$ cat src/rtl/mem_port_arbiter_if.sv
// Bundle of the two CPU-side SRAM-like ports, the merged downstream port and the error flag.
// The slave modport is the arbiter's view; master is the surrounding system's view.
interface mem_port_arbiter_if;
    logic        inst_req;
    logic        inst_cache;
    logic [31:0] inst_addr;
    logic        inst_addr_ok;
    logic        inst_data_ok;
    logic [31:0] inst_rdata;

    logic        data_req;
    logic        data_cache;
    logic        data_wr;
    logic [3:0]  data_wstrb;
    logic [2:0]  data_size;
    logic [31:0] data_addr;
    logic [31:0] data_wdata;
    logic        data_addr_ok;
    logic        data_data_ok;
    logic [31:0] data_rdata;

    logic        m_req;
    logic        m_cache;
    logic        m_wr;
    logic [3:0]  m_wstrb;
    logic [2:0]  m_size;
    logic [31:0] m_addr;
    logic [31:0] m_wdata;
    logic        m_addr_ok;
    logic        m_data_ok;
    logic [31:0] m_rdata;

    logic        protocol_err;

    modport slave (
        input  inst_req, inst_cache, inst_addr,
        output inst_addr_ok, inst_data_ok, inst_rdata,
        input  data_req, data_cache, data_wr, data_wstrb, data_size, data_addr, data_wdata,
        output data_addr_ok, data_data_ok, data_rdata,
        output m_req, m_cache, m_wr, m_wstrb, m_size, m_addr, m_wdata,
        input  m_addr_ok, m_data_ok, m_rdata,
        output protocol_err
    );

    modport master (
        output inst_req, inst_cache, inst_addr,
        input  inst_addr_ok, inst_data_ok, inst_rdata,
        output data_req, data_cache, data_wr, data_wstrb, data_size, data_addr, data_wdata,
        input  data_addr_ok, data_data_ok, data_rdata,
        input  m_req, m_cache, m_wr, m_wstrb, m_size, m_addr, m_wdata,
        output m_addr_ok, m_data_ok, m_rdata,
        input  protocol_err
    );
endinterface

$ cat src/rtl/mem_port_arbiter.sv
// Merges the inst and data SRAM-like ports onto one downstream port, zero added latency,
// steering in-order responses back through a small issue-order FIFO (1 = data).
module mem_port_arbiter #(
    parameter int DEPTH     = 4,
    parameter bit DATA_PRIO = 1'b1
) (
    input  logic                clk,
    input  logic                reset,
    mem_port_arbiter_if.slave   bus
);
    localparam int AW = $clog2(DEPTH);

    logic [DEPTH-1:0] r_order;
    logic [AW-1:0]    r_wr_ptr;
    logic [AW-1:0]    r_rd_ptr;
    logic [AW:0]      r_count;
    logic             r_lock_v;
    logic             r_lock_src;
    logic             r_rr_last;
    logic             r_protocol_err;

    logic             w_full;
    logic             w_empty;
    logic             w_any_req;
    logic             w_lock_req;
    logic             w_grant;
    logic             w_m_req;
    logic             w_accept;
    logic             w_pop;
    logic             w_head;
    logic [DEPTH-1:0] w_order_next;

    assign w_full     = (r_count == (AW+1)'(DEPTH));
    assign w_empty    = (r_count == '0);
    assign w_any_req  = bus.inst_req | bus.data_req;
    assign w_lock_req = r_lock_src ? bus.data_req : bus.inst_req;

    always_comb begin
        w_grant = 1'b0;
        if (r_lock_v && w_lock_req) begin
            w_grant = r_lock_src;
        end else if (bus.data_req && !bus.inst_req) begin
            w_grant = 1'b1;
        end else if (bus.data_req && bus.inst_req) begin
            w_grant = DATA_PRIO ? 1'b1 : ~r_rr_last;
        end
    end

    assign w_m_req  = w_any_req & ~w_full;
    assign w_accept = w_m_req & bus.m_addr_ok;
    assign w_pop    = bus.m_data_ok & ~w_empty;
    assign w_head   = r_order[r_rd_ptr];

    // Inst grants carry a fixed word-size read payload.
    assign bus.m_req   = w_m_req;
    assign bus.m_cache = w_grant ? bus.data_cache : bus.inst_cache;
    assign bus.m_wr    = w_grant ? bus.data_wr    : 1'b0;
    assign bus.m_wstrb = w_grant ? bus.data_wstrb : 4'd0;
    assign bus.m_size  = w_grant ? bus.data_size  : 3'd2;
    assign bus.m_addr  = w_grant ? bus.data_addr  : bus.inst_addr;
    assign bus.m_wdata = w_grant ? bus.data_wdata : 32'd0;

    assign bus.inst_addr_ok = w_accept & ~w_grant;
    assign bus.data_addr_ok = w_accept &  w_grant;
    assign bus.inst_data_ok = w_pop & ~w_head;
    assign bus.data_data_ok = w_pop &  w_head;
    assign bus.inst_rdata   = bus.m_rdata;
    assign bus.data_rdata   = bus.m_rdata;
    assign bus.protocol_err = r_protocol_err;

    genvar gi;
    generate
        for (gi = 0; gi < DEPTH; gi++) begin : g_order
            assign w_order_next[gi] = (w_accept && (r_wr_ptr == AW'(gi))) ? w_grant : r_order[gi];
        end
    endgenerate

    always_ff @(posedge clk or posedge reset) begin
        if (reset) begin
            r_order        <= '0;
            r_wr_ptr       <= '0;
            r_rd_ptr       <= '0;
            r_count        <= '0;
            r_lock_v       <= 1'b0;
            r_lock_src     <= 1'b0;
            r_rr_last      <= 1'b0;
            r_protocol_err <= 1'b0;
        end else begin
            r_order <= w_order_next;
            if (w_accept) begin
                r_wr_ptr  <= r_wr_ptr + AW'(1);
                r_rr_last <= w_grant;
            end
            if (w_pop) begin
                r_rd_ptr <= r_rd_ptr + AW'(1);
            end
            case ({w_accept, w_pop})
                2'b10:   r_count <= r_count + (AW+1)'(1);
                2'b01:   r_count <= r_count - (AW+1)'(1);
                default: r_count <= r_count;
            endcase
            if (bus.m_data_ok && w_empty) begin
                r_protocol_err <= 1'b1;
            end
            // Hold the grant across a downstream stall; release on accept or cancellation.
            if (w_m_req) begin
                r_lock_v <= ~bus.m_addr_ok;
                if (!bus.m_addr_ok) begin
                    r_lock_src <= w_grant;
                end
            end else if (r_lock_v && !w_lock_req) begin
                r_lock_v <= 1'b0;
            end
        end
    end
endmodule

$ cat src/flat_wrapper.sv
// flat-port wrapper written by rule: the top's interface ports become plain ports
module mem_port_arbiter_flat 
#(
    parameter int DEPTH     = 4,
    parameter bit DATA_PRIO = 1'b1
)
  (clk, reset, bus_inst_req, bus_inst_cache, bus_inst_addr, bus_inst_addr_ok, bus_inst_data_ok, bus_inst_rdata, bus_data_req, bus_data_cache, bus_data_wr, bus_data_wstrb, bus_data_size, bus_data_addr, bus_data_wdata, bus_data_addr_ok, bus_data_data_ok, bus_data_rdata, bus_m_req, bus_m_cache, bus_m_wr, bus_m_wstrb, bus_m_size, bus_m_addr, bus_m_wdata, bus_m_addr_ok, bus_m_data_ok, bus_m_rdata, bus_protocol_err);
  mem_port_arbiter_if bus_i ();
  input  logic clk;
  input  logic reset;
  input wire logic [$bits(bus_i.inst_req)-1:0] bus_inst_req;
  input wire logic [$bits(bus_i.inst_cache)-1:0] bus_inst_cache;
  input wire logic [$bits(bus_i.inst_addr)-1:0] bus_inst_addr;
  output wire logic [$bits(bus_i.inst_addr_ok)-1:0] bus_inst_addr_ok;
  output wire logic [$bits(bus_i.inst_data_ok)-1:0] bus_inst_data_ok;
  output wire logic [$bits(bus_i.inst_rdata)-1:0] bus_inst_rdata;
  input wire logic [$bits(bus_i.data_req)-1:0] bus_data_req;
  input wire logic [$bits(bus_i.data_cache)-1:0] bus_data_cache;
  input wire logic [$bits(bus_i.data_wr)-1:0] bus_data_wr;
  input wire logic [$bits(bus_i.data_wstrb)-1:0] bus_data_wstrb;
  input wire logic [$bits(bus_i.data_size)-1:0] bus_data_size;
  input wire logic [$bits(bus_i.data_addr)-1:0] bus_data_addr;
  input wire logic [$bits(bus_i.data_wdata)-1:0] bus_data_wdata;
  output wire logic [$bits(bus_i.data_addr_ok)-1:0] bus_data_addr_ok;
  output wire logic [$bits(bus_i.data_data_ok)-1:0] bus_data_data_ok;
  output wire logic [$bits(bus_i.data_rdata)-1:0] bus_data_rdata;
  output wire logic [$bits(bus_i.m_req)-1:0] bus_m_req;
  output wire logic [$bits(bus_i.m_cache)-1:0] bus_m_cache;
  output wire logic [$bits(bus_i.m_wr)-1:0] bus_m_wr;
  output wire logic [$bits(bus_i.m_wstrb)-1:0] bus_m_wstrb;
  output wire logic [$bits(bus_i.m_size)-1:0] bus_m_size;
  output wire logic [$bits(bus_i.m_addr)-1:0] bus_m_addr;
  output wire logic [$bits(bus_i.m_wdata)-1:0] bus_m_wdata;
  input wire logic [$bits(bus_i.m_addr_ok)-1:0] bus_m_addr_ok;
  input wire logic [$bits(bus_i.m_data_ok)-1:0] bus_m_data_ok;
  input wire logic [$bits(bus_i.m_rdata)-1:0] bus_m_rdata;
  output wire logic [$bits(bus_i.protocol_err)-1:0] bus_protocol_err;
  assign bus_i.inst_req = bus_inst_req;
  assign bus_i.inst_cache = bus_inst_cache;
  assign bus_i.inst_addr = bus_inst_addr;
  assign bus_inst_addr_ok = bus_i.inst_addr_ok;
  assign bus_inst_data_ok = bus_i.inst_data_ok;
  assign bus_inst_rdata = bus_i.inst_rdata;
  assign bus_i.data_req = bus_data_req;
  assign bus_i.data_cache = bus_data_cache;
  assign bus_i.data_wr = bus_data_wr;
  assign bus_i.data_wstrb = bus_data_wstrb;
  assign bus_i.data_size = bus_data_size;
  assign bus_i.data_addr = bus_data_addr;
  assign bus_i.data_wdata = bus_data_wdata;
  assign bus_data_addr_ok = bus_i.data_addr_ok;
  assign bus_data_data_ok = bus_i.data_data_ok;
  assign bus_data_rdata = bus_i.data_rdata;
  assign bus_m_req = bus_i.m_req;
  assign bus_m_cache = bus_i.m_cache;
  assign bus_m_wr = bus_i.m_wr;
  assign bus_m_wstrb = bus_i.m_wstrb;
  assign bus_m_size = bus_i.m_size;
  assign bus_m_addr = bus_i.m_addr;
  assign bus_m_wdata = bus_i.m_wdata;
  assign bus_i.m_addr_ok = bus_m_addr_ok;
  assign bus_i.m_data_ok = bus_m_data_ok;
  assign bus_i.m_rdata = bus_m_rdata;
  assign bus_protocol_err = bus_i.protocol_err;
  mem_port_arbiter #(.DEPTH(DEPTH), .DATA_PRIO(DATA_PRIO)) u_core (.clk(clk), .reset(reset), .bus(bus_i));
endmodule
$ cat config.mk
export PLATFORM = sky130hd
export DESIGN_NAME = mem_port_arbiter_flat
export DESIGN_NICKNAME = d
export VERILOG_FILES = /design/src/rtl/mem_port_arbiter_if.sv /design/src/rtl/mem_port_arbiter.sv /design/src/flat_wrapper.sv
export SDC_FILE = /design/constraint.sdc
export NUM_CORES = 1
export LEC_CHECK = 0
export BUFFER_PORTS_ARGS = -buffer_cell sky130_fd_sc_hd__buf_2
export CAP_MARGIN = 30
export CORE_AREA = 2 2 112 114
export CTS_CLUSTER_SIZE = 20
export DETAILED_ROUTE_END_ITERATION = 6
export DIE_AREA = 0 0 114 116
export GPL_TIMING_DRIVEN = 0
export PLACE_DENSITY = 0.5
export SYNTH_ARGS = -nofsm -noshare
export SYNTH_HDL_FRONTEND = slang
export SYNTH_SLANG_ARGS = --single-unit
$ cat constraint.sdc
create_clock -name clk -period 2.15 [get_ports clk]
set_input_delay 0.215 -clock clk [delete_from_list [all_inputs] [get_ports clk]]
set_output_delay 0.215 -clock clk [all_outputs]
set_load 0.03 [all_outputs]
==> out/qor.csv <==
stage;metric;value;unit
route;Pre-antenna DRT Iters;4;
critical_path;CP delay by family, top;simple AND/OR/NAND/NOR gates;
floorplanning;initial core utilization;16.4;%
logic_synthesis;share of synthesized registers carrying an async set or reset;100;%
route;via/cell ratio;3.68;
route;DRT iter0 DRCs;78;
placement;Setup WS pre-CTS;0.0517;ns
critical_path;CP Max Fanout;5;
clock_tree;clk root buf;clkbuf_16;
logic_synthesis;average size of a mapped cell;9.15;sq um
cells_and_area;# nets final;627;
route;wire length per cell;13.9;microns
logic_synthesis;multiplexer share of the synthesized area;24.1;%
clock_tree;CTS Hold Bufs;0;
floorplanning;core area;11900;sq um
placement;RePlAce Congestion;0.773;
logic_synthesis;register area share after synthesis;17.9;%
logic_synthesis;largest family of logic cells by synthesized area;buffers and inverters;
placement;IO buf count;254;
cells_and_area;fin util;29.8;%
min_path;worst min path class;in2async;
cells_and_area;Antenna Cells;0;
timing;fmax;492;MHz
critical_path;critical path's slowest cell;dfrtp_2;
floorplanning;number of core rows;40;
clock_tree;H-tree depth;1;
power;Overall Power;2.55;mW
grt;vias in the first global route;1971;
logic_synthesis;synth cell count leaders;buf_4, and2_1, mux2_2, dfrtp_1, inv_1;
critical_path;type of origin of the critical path;register;
status;status;completed;
placement;HPWL after detailed placement;7730;microns
route;vias;2294;
critical_path;Setup CP Type;reg2reg;
timing;Final Hold Fails;0;
timing;Slew HR;62.7;%
logic_synthesis;post-synth top area share;24.5;%
logic_synthesis;largest area contributor in the netlist;buf_4;
logic_synthesis;synthesized area;1960;sq um
cells_and_area;layout cell share with drive strength beyond 1;79.0;%
grt;largest net degree at the start of global routing;15;
grt;All-Layer GR Usage;10.8;%
route;Met1 Wirelength;3410;microns
cells_and_area;Final Cell Area;3550;sq um
timing;final setup fails;0;
critical_path;crit path cell chain;nor3b_4 -> nor3b_4 -> inv_1 -> ha_2 -> inv_1 -> fa_1 -> xor2_1 -> nor2_1 -> xor2_1;
power;pwr/cell area;719;nW/um^2
logic_synthesis;top-count cell post-synth;buf_4;
critical_path;Worst setup EP type;register;
critical_path;Critical Path AT;2.20;ns
logic_synthesis;Syn. warnings;0;
route;Highest Signal Layer;met4;
cells_and_area;Synth-to-Final Area Change;81.2;%
placement;Cell Area, Placed;3410;sq um
logic_synthesis;EDFF count, synth;0;
clock_tree;Sink Count;14;
clock_tree;Reg clk slew, reported paths;0.05;ns
run;Max-Cap Viols;0;
timing;Worst Tran Pin Value;0.559;ns
power;leakage dissipation;2.05;nW
clock_tree;TritonCTS Buffers;3;
floorplanning;die height;116;microns
critical_path;WP data required;2.32;ns
grt;antenna violations before repair;0;
grt;total gr overflow;0;
logic_synthesis;ys flop type;dfrtp_1;
logic_synthesis;Synth Area in XOR/XNOR;2.68;%
grt;first-pass GRT wire length;10900;microns
floorplanning;die area;13200;sq um
route;routed wire length;8630;microns
logic_synthesis;simple-gate share of the synthesized area;20.0;%
clock_tree;worst skew pair latency;0.24;ns
timing;crit share post-route;94.6;%
floorplanning;DIE WIDTH;114;microns
route;WL met2;4670;microns
clock_tree;clock buffer depth;2;
floorplanning;I/O Pins;287;
logic_synthesis;post-synthesis cell count;214;
timing;fin crit period;2.03;ns
logic_synthesis;top area cells in the synthesized netlist;buf_4, mux2_2, dfrtp_1;
clock_tree;CTS tree;done;
power;Peak VDD IR;614;uV
route;Met3 Wirelength;510;microns
logic_synthesis;number of synthesized register bits;14;
route;Detail Route Antenna Nets;0;
timing;RSZ-0062 raised after global routing;yes;
route;drc violations;0;
cells_and_area;filler cell count;1279;
logic_synthesis;Synth Net Count;364;
logic_synthesis;Netlist cell types;24;
logic_synthesis;post-synthesis compound-gate area fraction;1.98;%
timing;final setup margin;0.116;ns
critical_path;CP max stage delay;0.44;ns
critical_path;worst path bufs/invs;2;
timing;Max Slew Vio Count;0;
timing;worst clock skew;0.00166;ns
logic_synthesis;Adder-Cell Fraction of Synth Area;4.22;%
==> area by class of cell <==
| class | count | area [sq um] | area share [%] |
|---|---|---|---|
| Multi-Input combinational cell | 120 | 1040 | 29.3 |
| Timing Repair Buffer | 258 | 1310 | 37.0 |
| Sequential cell | 14 | 352 | 9.91 |
| Clock buffer | 4 | 88.8 | 2.50 |
| Buffer | 72 | 541 | 15.2 |
| Tap cell | 147 | 184 | 5.18 |
| Inverter | 8 | 30.0 | 0.846 |
==> sequential cells by signal, indices dropped and copies added (netlist names) <==
register / flops
u_core.r_lock_v: 1
u_core.r_lock_src: 1
u_core.r_wr_ptr: 2
u_core.bus.protocol_err: 1
u_core.r_order: 4
u_core.r_rd_ptr: 2
u_core.r_count: 3
==> routing by layer <==
metal	vias up	track usage [%]
met5	-	0
met4	0	1.46
met3	5	1.36
met2	98	20.7
met1	1043	13.2
li1	1148	-
==> worst reg2reg max path, delay by kind of cell, from the launching register on <==
kind | cells | cell delay (ns)
and+or+nand+nor | 3 | 0.55
adders and majority gates | 2 | 0.55
DFF | 1 | 0.44
buffers and inverters | 2 | 0.13
xor gates and xnor gates | 2 | 0.30
==> power breakdown <==
group	internal [mW]	switching (mW)	total (mW)	leakage, nW
clock	0.282	0.112	0.394	0.0442
combinational	0.706	0.943	1.65	1.84
sequential	0.399	0.110	0.509	0.163
==> repair_timing <==
item                                    CTS  global route
endpoints found under the setup margin    0             2
gates resized for setup                   0             2
setup buffers                             0             4
==> per-stage QoR <==
step                setup TNS [ns]  cells  hold WS, ns
floorplan                        0    214        0.104
global placement                 0    615        0.289
detailed placement               0    615        0.301
CTS                              0    619       0.0398
global route               -0.0137    623       0.0593
finish                           0    623       0.0142
==> worst paths after layout <==
| path | start | to | slack (ns) | depth (start not counted) |
|---|---|---|---|---|
| min in group clk | bus_m_data_ok | u_core.bus.protocol_err | 0.19 | 2 |
| max in group asynchronous | reset | u_core.r_count[0] | 1.74 | 2 |
| min reg2reg | u_core.bus.protocol_err | u_core.bus.protocol_err | 0.47 | 1 |
| max | u_core.r_count[0] | u_core.r_count[2] | 0.12 | 9 |
| max reg2reg | u_core.r_count[0] | u_core.r_count[2] | 0.12 | 9 |
| min | reset | u_core.r_count[2] | 0.01 | 2 |
==> cell usage in the layout, fill, tap and decap left out, drive strengths merged <==
master  instances
nor3b           2
o21bai          1
clkbuf          8
buf           326
nor2b           2
ha              5
a21o            1
mux4            1
mux2           39
and2           42
a21boi          1
fa              1
nor2            4
xnor2           3
dfrtp          14
nor3            6
inv             8
nand2b          2
nand2           5
mux2i           1
xor2            3
o21ai           1
==> cells by family (layout without fill, tap and decap cells) <==
kind of cell | Yosys count | count (layout)
XOR/XNOR | 6 | 6
AND/OR/NAND/NOR | 63 | 63
multiplexers | 41 | 41
AO/OA/AOI/OAI | 4 | 4
adder cells (fa/ha/maj) | 6 | 6
flip-flops | 14 | 14
buffers and inverters | 80 | 342
Power figures use the tool's default switching activity.
